--- src/rtl/blinking_pkg.sv ---
// Shared types and default constants for the blinking machine's input conditioning.
package blinking_pkg;

    typedef enum logic [1:0] {
        IDLE,
        PRESS_WAIT,
        PRESSED,
        RELEASE_WAIT
    } deb_state_t;

    localparam int DEBOUNCE_CYCLES_DEF = 1_000_000;
    localparam int LONG_CYCLES_DEF     = 50_000_000;
    localparam int SYNC_STAGES_DEF     = 2;

    // Counter width able to hold 0..n-1, never narrower than one bit.
    function automatic int cnt_width(input int n);
        return (n < 2) ? 1 : $clog2(n);
    endfunction

endpackage

--- src/rtl/start_debouncer_btn_sync.sv ---
// btn_sync: SYNC_STAGES-deep flop chain bringing an asynchronous level into i_clk.
module btn_sync #(
    parameter int SYNC_STAGES = 2
) (
    input  logic i_clk,
    input  logic i_rst,
    input  logic i_async,
    output logic o_sync
);

    logic [SYNC_STAGES-1:0] sync_p;

    always_ff @(posedge i_clk) begin
        if (i_rst) begin
            sync_p <= '0;
        end else begin
            sync_p <= {sync_p[SYNC_STAGES-2:0], i_async};
        end
    end

    assign o_sync = sync_p[SYNC_STAGES-1];

endmodule

--- src/rtl/start_debouncer.sv ---
// Start push-button conditioner: synchroniser, debounce FSM, single-cycle press pulse.
// Optional long-press pulse is built only when LONG_PRESS_EN is defined.
module start_debouncer
    import blinking_pkg::*;
#(
    parameter int DEBOUNCE_CYCLES = DEBOUNCE_CYCLES_DEF,
    parameter int SYNC_STAGES     = SYNC_STAGES_DEF,
    parameter int LONG_CYCLES     = LONG_CYCLES_DEF
) (
    input  logic i_clk,
    input  logic i_rst,
    input  logic i_button,
    output logic o_start,
    output logic o_level,
    output logic o_long_press
);

    localparam int               CNT_W    = cnt_width(DEBOUNCE_CYCLES);
    localparam logic [CNT_W-1:0] CNT_LAST = CNT_W'(DEBOUNCE_CYCLES - 1);

    if (DEBOUNCE_CYCLES < 2 || SYNC_STAGES < 2 || LONG_CYCLES < 2) begin : g_param_check
        $error("start_debouncer: DEBOUNCE_CYCLES, SYNC_STAGES and LONG_CYCLES must be >= 2");
    end

    logic             s_btn;
    deb_state_t       state;
    deb_state_t       next_state;
    logic [CNT_W-1:0] cnt;
    logic [CNT_W-1:0] cnt_nxt;
    logic             start_nxt;
    logic             level_nxt;

    btn_sync #(
        .SYNC_STAGES(SYNC_STAGES)
    ) u_btn_sync (
        .i_clk  (i_clk),
        .i_rst  (i_rst),
        .i_async(i_button),
        .o_sync (s_btn)
    );

    // State register; outputs are registered alongside so they change with the state.
    always_ff @(posedge i_clk) begin
        if (i_rst) begin
            state   <= IDLE;
            cnt     <= '0;
            o_start <= 1'b0;
            o_level <= 1'b0;
        end else begin
            state   <= next_state;
            cnt     <= cnt_nxt;
            o_start <= start_nxt;
            o_level <= level_nxt;
        end
    end

    // Next state; every exit clears cnt so it can never wrap.
    always_comb begin
        next_state = state;
        cnt_nxt    = cnt;
        unique case (state)
            IDLE: begin
                if (s_btn) begin
                    next_state = PRESS_WAIT;
                    cnt_nxt    = '0;
                end
            end
            PRESS_WAIT: begin
                if (!s_btn) begin
                    next_state = IDLE;
                    cnt_nxt    = '0;
                end else if (cnt == CNT_LAST) begin
                    next_state = PRESSED;
                    cnt_nxt    = '0;
                end else begin
                    cnt_nxt = cnt + CNT_W'(1);
                end
            end
            PRESSED: begin
                if (!s_btn) begin
                    next_state = RELEASE_WAIT;
                    cnt_nxt    = '0;
                end
            end
            RELEASE_WAIT: begin
                if (s_btn) begin
                    next_state = PRESSED;
                    cnt_nxt    = '0;
                end else if (cnt == CNT_LAST) begin
                    next_state = IDLE;
                    cnt_nxt    = '0;
                end else begin
                    cnt_nxt = cnt + CNT_W'(1);
                end
            end
            default: begin
                next_state = IDLE;
                cnt_nxt    = '0;
            end
        endcase
    end

    // Pulse only on a qualified press, never on a release-bounce return to PRESSED.
    always_comb begin
        start_nxt = (state == PRESS_WAIT) && (next_state == PRESSED);
        level_nxt = (next_state == PRESSED) || (next_state == RELEASE_WAIT);
    end

`ifdef LONG_PRESS_EN
    localparam int                LCNT_W    = cnt_width(LONG_CYCLES);
    localparam logic [LCNT_W-1:0] LCNT_LAST = LCNT_W'(LONG_CYCLES - 1);

    logic [LCNT_W-1:0] lcnt;
    logic              long_done;

    function automatic logic [LCNT_W-1:0] lcnt_sat_inc(input logic [LCNT_W-1:0] v);
        return (v == LCNT_LAST) ? v : v + LCNT_W'(1);
    endfunction

    // Held-time counter survives release bounces; long_done limits it to one pulse per press.
    always_ff @(posedge i_clk) begin
        if (i_rst) begin
            lcnt         <= '0;
            long_done    <= 1'b0;
            o_long_press <= 1'b0;
        end else if (start_nxt) begin
            lcnt         <= '0;
            long_done    <= 1'b0;
            o_long_press <= 1'b0;
        end else if (state == PRESSED && !long_done) begin
            lcnt         <= lcnt_sat_inc(lcnt);
            long_done    <= (lcnt == LCNT_LAST);
            o_long_press <= (lcnt == LCNT_LAST);
        end else begin
            o_long_press <= 1'b0;
        end
    end
`else
    assign o_long_press = 1'b0;
`endif

endmodule

--- config.mk ---
export PLATFORM = sky130hd
export DESIGN_NAME = start_debouncer
export DESIGN_NICKNAME = d
export VERILOG_FILES = /design/src/rtl/blinking_pkg.sv /design/src/rtl/start_debouncer_btn_sync.sv /design/src/rtl/start_debouncer.sv
export SDC_FILE = /design/constraint.sdc
export NUM_CORES = 1
export LEC_CHECK = 0
export ABC_CLOCK_PERIOD_IN_PS = 3300
export BUFFER_PORTS_ARGS = -buffer_cell sky130_fd_sc_hd__buf_4
export CAP_MARGIN = 0
export CORE_MARGIN = 5
export CORE_UTILIZATION = 60
export DETAILED_ROUTE_END_ITERATION = 6
export PLACE_DENSITY = 0.78
export SLEW_MARGIN = 20
export SYNTH_ARGS = -nofsm -noshare
export SYNTH_HDL_FRONTEND = slang
export SYNTH_SLANG_ARGS = --single-unit
export TNS_END_PERCENT = 30
--- constraint.sdc ---
create_clock -name i_clk -period 3.3 [get_ports i_clk]
set_input_delay 0.33 -clock i_clk [delete_from_list [all_inputs] [get_ports i_clk]]
set_output_delay 0.33 -clock i_clk [all_outputs]
set_load 0.02 [all_outputs]
=== Word-level counts from Yosys, hierarchy flattened ===
Index checks and enable logic that the tools add are counted.

* $add $sub $neg: 1
* Eq/ne operators: 8
* Muxes and demuxes: 13
* Reduce and logical (&&, ||, !) cells: 4

{| class="wikitable"
|+ Operators by type and width
! cell !! count
|-
| $mux W20 || 5
|-
| $pmux W20 S4 || 1
|-
| $add A20 B1 Y20 const B || 1
|-
| $eq A20 B20 Y1 const B || 1
|-
| $mux W2 || 6
|-
| $eq A2 B2 Y1 const B || 4
|-
| $pmux W2 S4 || 1
|-
| $eq A2 B1 Y1 const B || 1
|-
| $logic_not A2 Y1 || 1
|-
| $ne A2 B1 Y1 const B || 1
|-
| $ne A2 B2 Y1 const B || 1
|-
| $reduce_and A2 Y1 || 1
|-
| $logic_and A1 B1 Y1 || 1
|-
| $logic_or A1 B1 Y1 || 1
|}

* Flip-flop bits (word level): 26
* Output and inout port bits: 3

=== Longest topological paths before layout ===
* Depth after elaboration: 6
* Mapped depth: 6

=== By module ===
Synthesis repeated with hierarchy kept, for this count alone.

* Cells, all modules: 157
* Area, all modules: 1345.0 um^2

{| class="wikitable"
|+ Modules (own cells, without submodules)
! module !! instances !! cells each !! area an instance (um^2)
|-
| start_debouncer || 1 || 153 || 1292.5
|-
| btn_sync || 1 || 4 || 52.6
|}

=== Worst setup path before layout ===
OpenSTA, ideal clock, no wires.

* Kind: register to register
* From: reg cnt[8]
* To: reg cnt[11]
* Library setup time: 0.117 ns
* Data arrival time: 1.606 ns
* Required time: 3.183 ns
* Setup slack: 1.577 ns
* Stages on the path, launching flop included: 6
* Period minus slack after synthesis: 1.723 ns
* Path through: dfxtp_1 or4_4 nor4_4 a211oi_4 a21o_1 a22o_2

* Cells in the longest elaborated chain, start to end: 4
* Elaborated cells on any way between the ends: 6
* Those cells by class: add/sub: 1; eq/ne: 1; mux: 4

{| class="wikitable"
|+ RTL lines
! item !! line !! RTL
|-
| start, declared || start_debouncer.sv:28 || <nowiki>logic [CNT_W-1:0] cnt;</nowiki>
|-
| start signal, assigned || start_debouncer.sv:51 || <nowiki>cnt <= cnt_nxt;</nowiki>
|-
| $add A20 B1 Y20 / $eq A20 B20 Y1 (equally long branches) || - ||
|-
| $mux W20 (*) || start_debouncer.sv:72, start_debouncer.sv:89 ||
|-
| $mux W20 (on tied branches) || start_debouncer.sv:86, start_debouncer.sv:69 ||
|-
| $pmux W20 S4 (*) || start_debouncer.sv:61 || <nowiki>unique case (state)</nowiki>
|}

Every way passes the cells marked *; elsewhere a longest branch is shown, timed or not.
A chain may end at the register's enable or synchronous reset.

=== Final worst setup path ===
* From: reg cnt[0]
* To: reg cnt[16]

Same word-level chain as after synthesis.

==> reports/metrics.cfg <==
[finish]
drive_above_1_share_pct = 14.4
fillers = 164
final_common_cell = dfxtp_1
post-route-util_pct = 67.6
final_cell_mix = dfxtp_1 (26), nor2_1 (23), nand2_1 (11)
n_antenna_cell = 0
final_nets = 152
final_cells = 173
synthToLayoutAreaGrowth_pct = 5.94

[global_route]
grt_pass1_vias = 952
grt_max_degree = 17
track_usage_pct = 16.6
grt_antenna_before_repair = 0
grt-ovfl-total = 0
grt_pass1_wl_mm = 4.23

[timing]
clock.fmax_mhz = 513
setup_viol = 0
rsz0062_at_grt = false
hold_viol = 0
timing.final.crit_share_pct = 59.1
setup_ws_ns = 1.35
tns_ns = 0
min_period_ns = 1.95
slew_viol_final = 0
slew_headroom_pct = 53.4
worstMarginPinSlew_ns = 0.696
finClkSkew_ns = 0.00664

[routing]
wl_mm = 2.45
ant_nets = 0
routed-via-count = 1045
wl_per_cell_um = 14.1
drt_iter0_drc = 35
first_pass_iters = 5
drc = 0
via_per_inst = 6.04

[setup_path]
start_kind = flip-flop
cp_max_fo = 9
critical_path_class = reg2reg
cp.arrival_ns = 2.15
reg2reg_to = cnt[16]$_SDFFE_PP0P_
rr_startpoint = cnt[0]$_SDFFE_PP0P_
required_ns = 3.50
r2r_slack_ns = 1.35
r2r_cells = 6
crit_path_end_kind = flip-flop

[logic_synthesis]
yosys_warnings = 0
syn-num-nets = 145
synth-main-ff-cell = dfxtp_1
synth_seq_cells = 26
syn-cell-area_um2 = 1260
yosysSeqAreaShare_pct = 41.2
synth_cell_type_count = 43
syn_avg_cell_area_um2 = 8.96
netlist_instances = 141
synth-edff-count = 0
synthArstFlopShare_pct = 0

[placement]
dpl_worst_slack_ns = 1.38
io_buffers = 4
place.gp.congestion = 0.837
dp_hpwl_mm = 1.82
numPlacedInstances = 170

[power]
seq_power_share_pct = 68.8
internal_power_uw = 364
power_uw = 461
pwr_density_cell_nw_per_um2 = 344
power_switching_uw = 96.9
cellLeakagePower_nw = 0.481
p_clk_share_pct = 27.2
comb_power_share_pct = 4.0
ir_worst_vdd_mv = 0.328
swShare_pct = 21.0

[cts]
cts_tree = done
clock_path_buffers = 2
cts_resized = 0
path_clk_slew_ns = 0.12
numCtsBuffers = 3
cts.sinks = 26
cts_setup_buffers = 0
cts-root-buf = clkbuf_4
cts_hold_buf = 0
htreeDepth = 1
clkLatencyLatePin_ns = 0.31

[floorplan]
start_util_pct = 63.8
ios = 6
die-height_um = 55.9
core-area_um2 = 1980
num_rows = 16
chipWidth_um = 55.9
dieArea_um2 = 3120

[min_path]
worstHoldStart = i_button
whs_path_depth = 2
hp-class = in2reg
hold_path_end = u_btn_sync.sync_p[0]$_SDFF_PP0_

[outcome]
status = finished, final reports clean

[job]
maxCapViolations = 0

==> cell usage after synthesis, types with 2 or more instances <==
| library cell | number | area (um2) |
|---|---|---|
| a21o_1 | 3 | 22.5 |
| a21oi_1 | 3 | 15.0 |
| a22o_2 | 3 | 30.0 |
| a31oi_1 | 3 | 18.8 |
| and3_1 | 3 | 18.8 |
| dfxtp_1 | 26 | 521 |
| inv_1 | 2 | 7.51 |
| mux2i_1 | 2 | 20.0 |
| nand2_1 | 11 | 41.3 |
| nand3_1 | 7 | 35.0 |
| nand3b_1 | 3 | 22.5 |
| nand4_1 | 4 | 25.0 |
| nor2_1 | 23 | 86.3 |
| nor2b_1 | 2 | 12.5 |
| nor3_1 | 6 | 30.0 |
| nor4_1 | 2 | 12.5 |
| nor4_4 | 2 | 42.5 |
| o21ai_0 | 4 | 20.0 |
| xnor2_1 | 8 | 70.1 |
==> kinds of logic (layout without fill, tap and decap cells) <==
logic type / after synthesis / after routing / share of synthesized area [%]
other: 1 / 1 / 0.297
adders and majority gates: 1 / 1 / 0.990
and+or+nand+nor: 76 / 76 / 34.4
buffers and inverters: 4 / 9 / 1.49
muxes: 2 / 2 / 1.58
xor gates and xnor gates: 10 / 10 / 7.53
DFF: 26 / 26 / 41.2
AOI/OAI and AO/OA: 21 / 21 / 12.6
==> state kept, by name, indices dropped and copies added (netlist names) <==
register and count:
u_btn_sync.sync_p 2, o_start 1, state 2, o_level 1, cnt 20
==> worst max-delay path, stage by stage, from the launching register on <==
cell and delay (ns):
dfxtp_1 0.41, ha_1 0.23, nand3_1 0.16, nor4_4 0.44, a211oi_4 0.16, nor2_2 0.34
nor2_1 0.09
==> power by group through the flow <==
stage / registers, mW / clock network [mW] / logic (mW)
after floorplan: 0.323 / 0 / 0.0134
after global placement: 0.324 / 0 / 0.0177
after detailed placement: 0.324 / 0 / 0.0182
after CTS: 0.317 / 0.128 / 0.0184
after global routing: 0.317 / 0.142 / 0.0206
final: 0.317 / 0.125 / 0.0186
==> layer usage <==
metal	vias up	GRT usage (%)	part of all wire (%)
met5	-	0	0
met4	0	6.10	1.6
met3	7	2.78	5.3
met2	26	27.0	46
met1	496	21.9	47
li1	516	-	-
==> per-stage QoR <==
step                hold slack [ns]  cell area (um2)
finish                        0.222             1340
global route                  0.221             1340
CTS                           0.224             1340
detailed placement            0.430             1320
global placement              0.423             1320
floorplan                     0.402             1260
==> worst max path at each step <==
stage	from	endpoint	slack, ns	cells after the start
finish	cnt[0]$_SDFFE_PP0P_	cnt[16]$_SDFFE_PP0P_	1.35	6
floorplan	cnt[8]$_SDFFE_PP0P_	cnt[11]$_SDFFE_PP0P_	1.58	5
global route	cnt[0]$_SDFFE_PP0P_	cnt[16]$_SDFFE_PP0P_	1.16	6
detailed placement	cnt[0]$_SDFFE_PP0P_	cnt[16]$_SDFFE_PP0P_	1.38	6
CTS	cnt[0]$_SDFFE_PP0P_	cnt[16]$_SDFFE_PP0P_	1.36	6
global placement	cnt[8]$_SDFFE_PP0P_	cnt[17]$_SDFFE_PP0P_	1.45	5
==> cell type report <==
cell class	count	area, um2	share of cell area (%)
tap	27	33.8	2.52
multi-input combinational	111	724	54.1
timing repair buffer	4	30.0	2.24
sequential	26	520	38.9
clock buffer	3	22.5	1.68
inverter	2	7.51	0.561
Power figures use the tool's default switching activity.
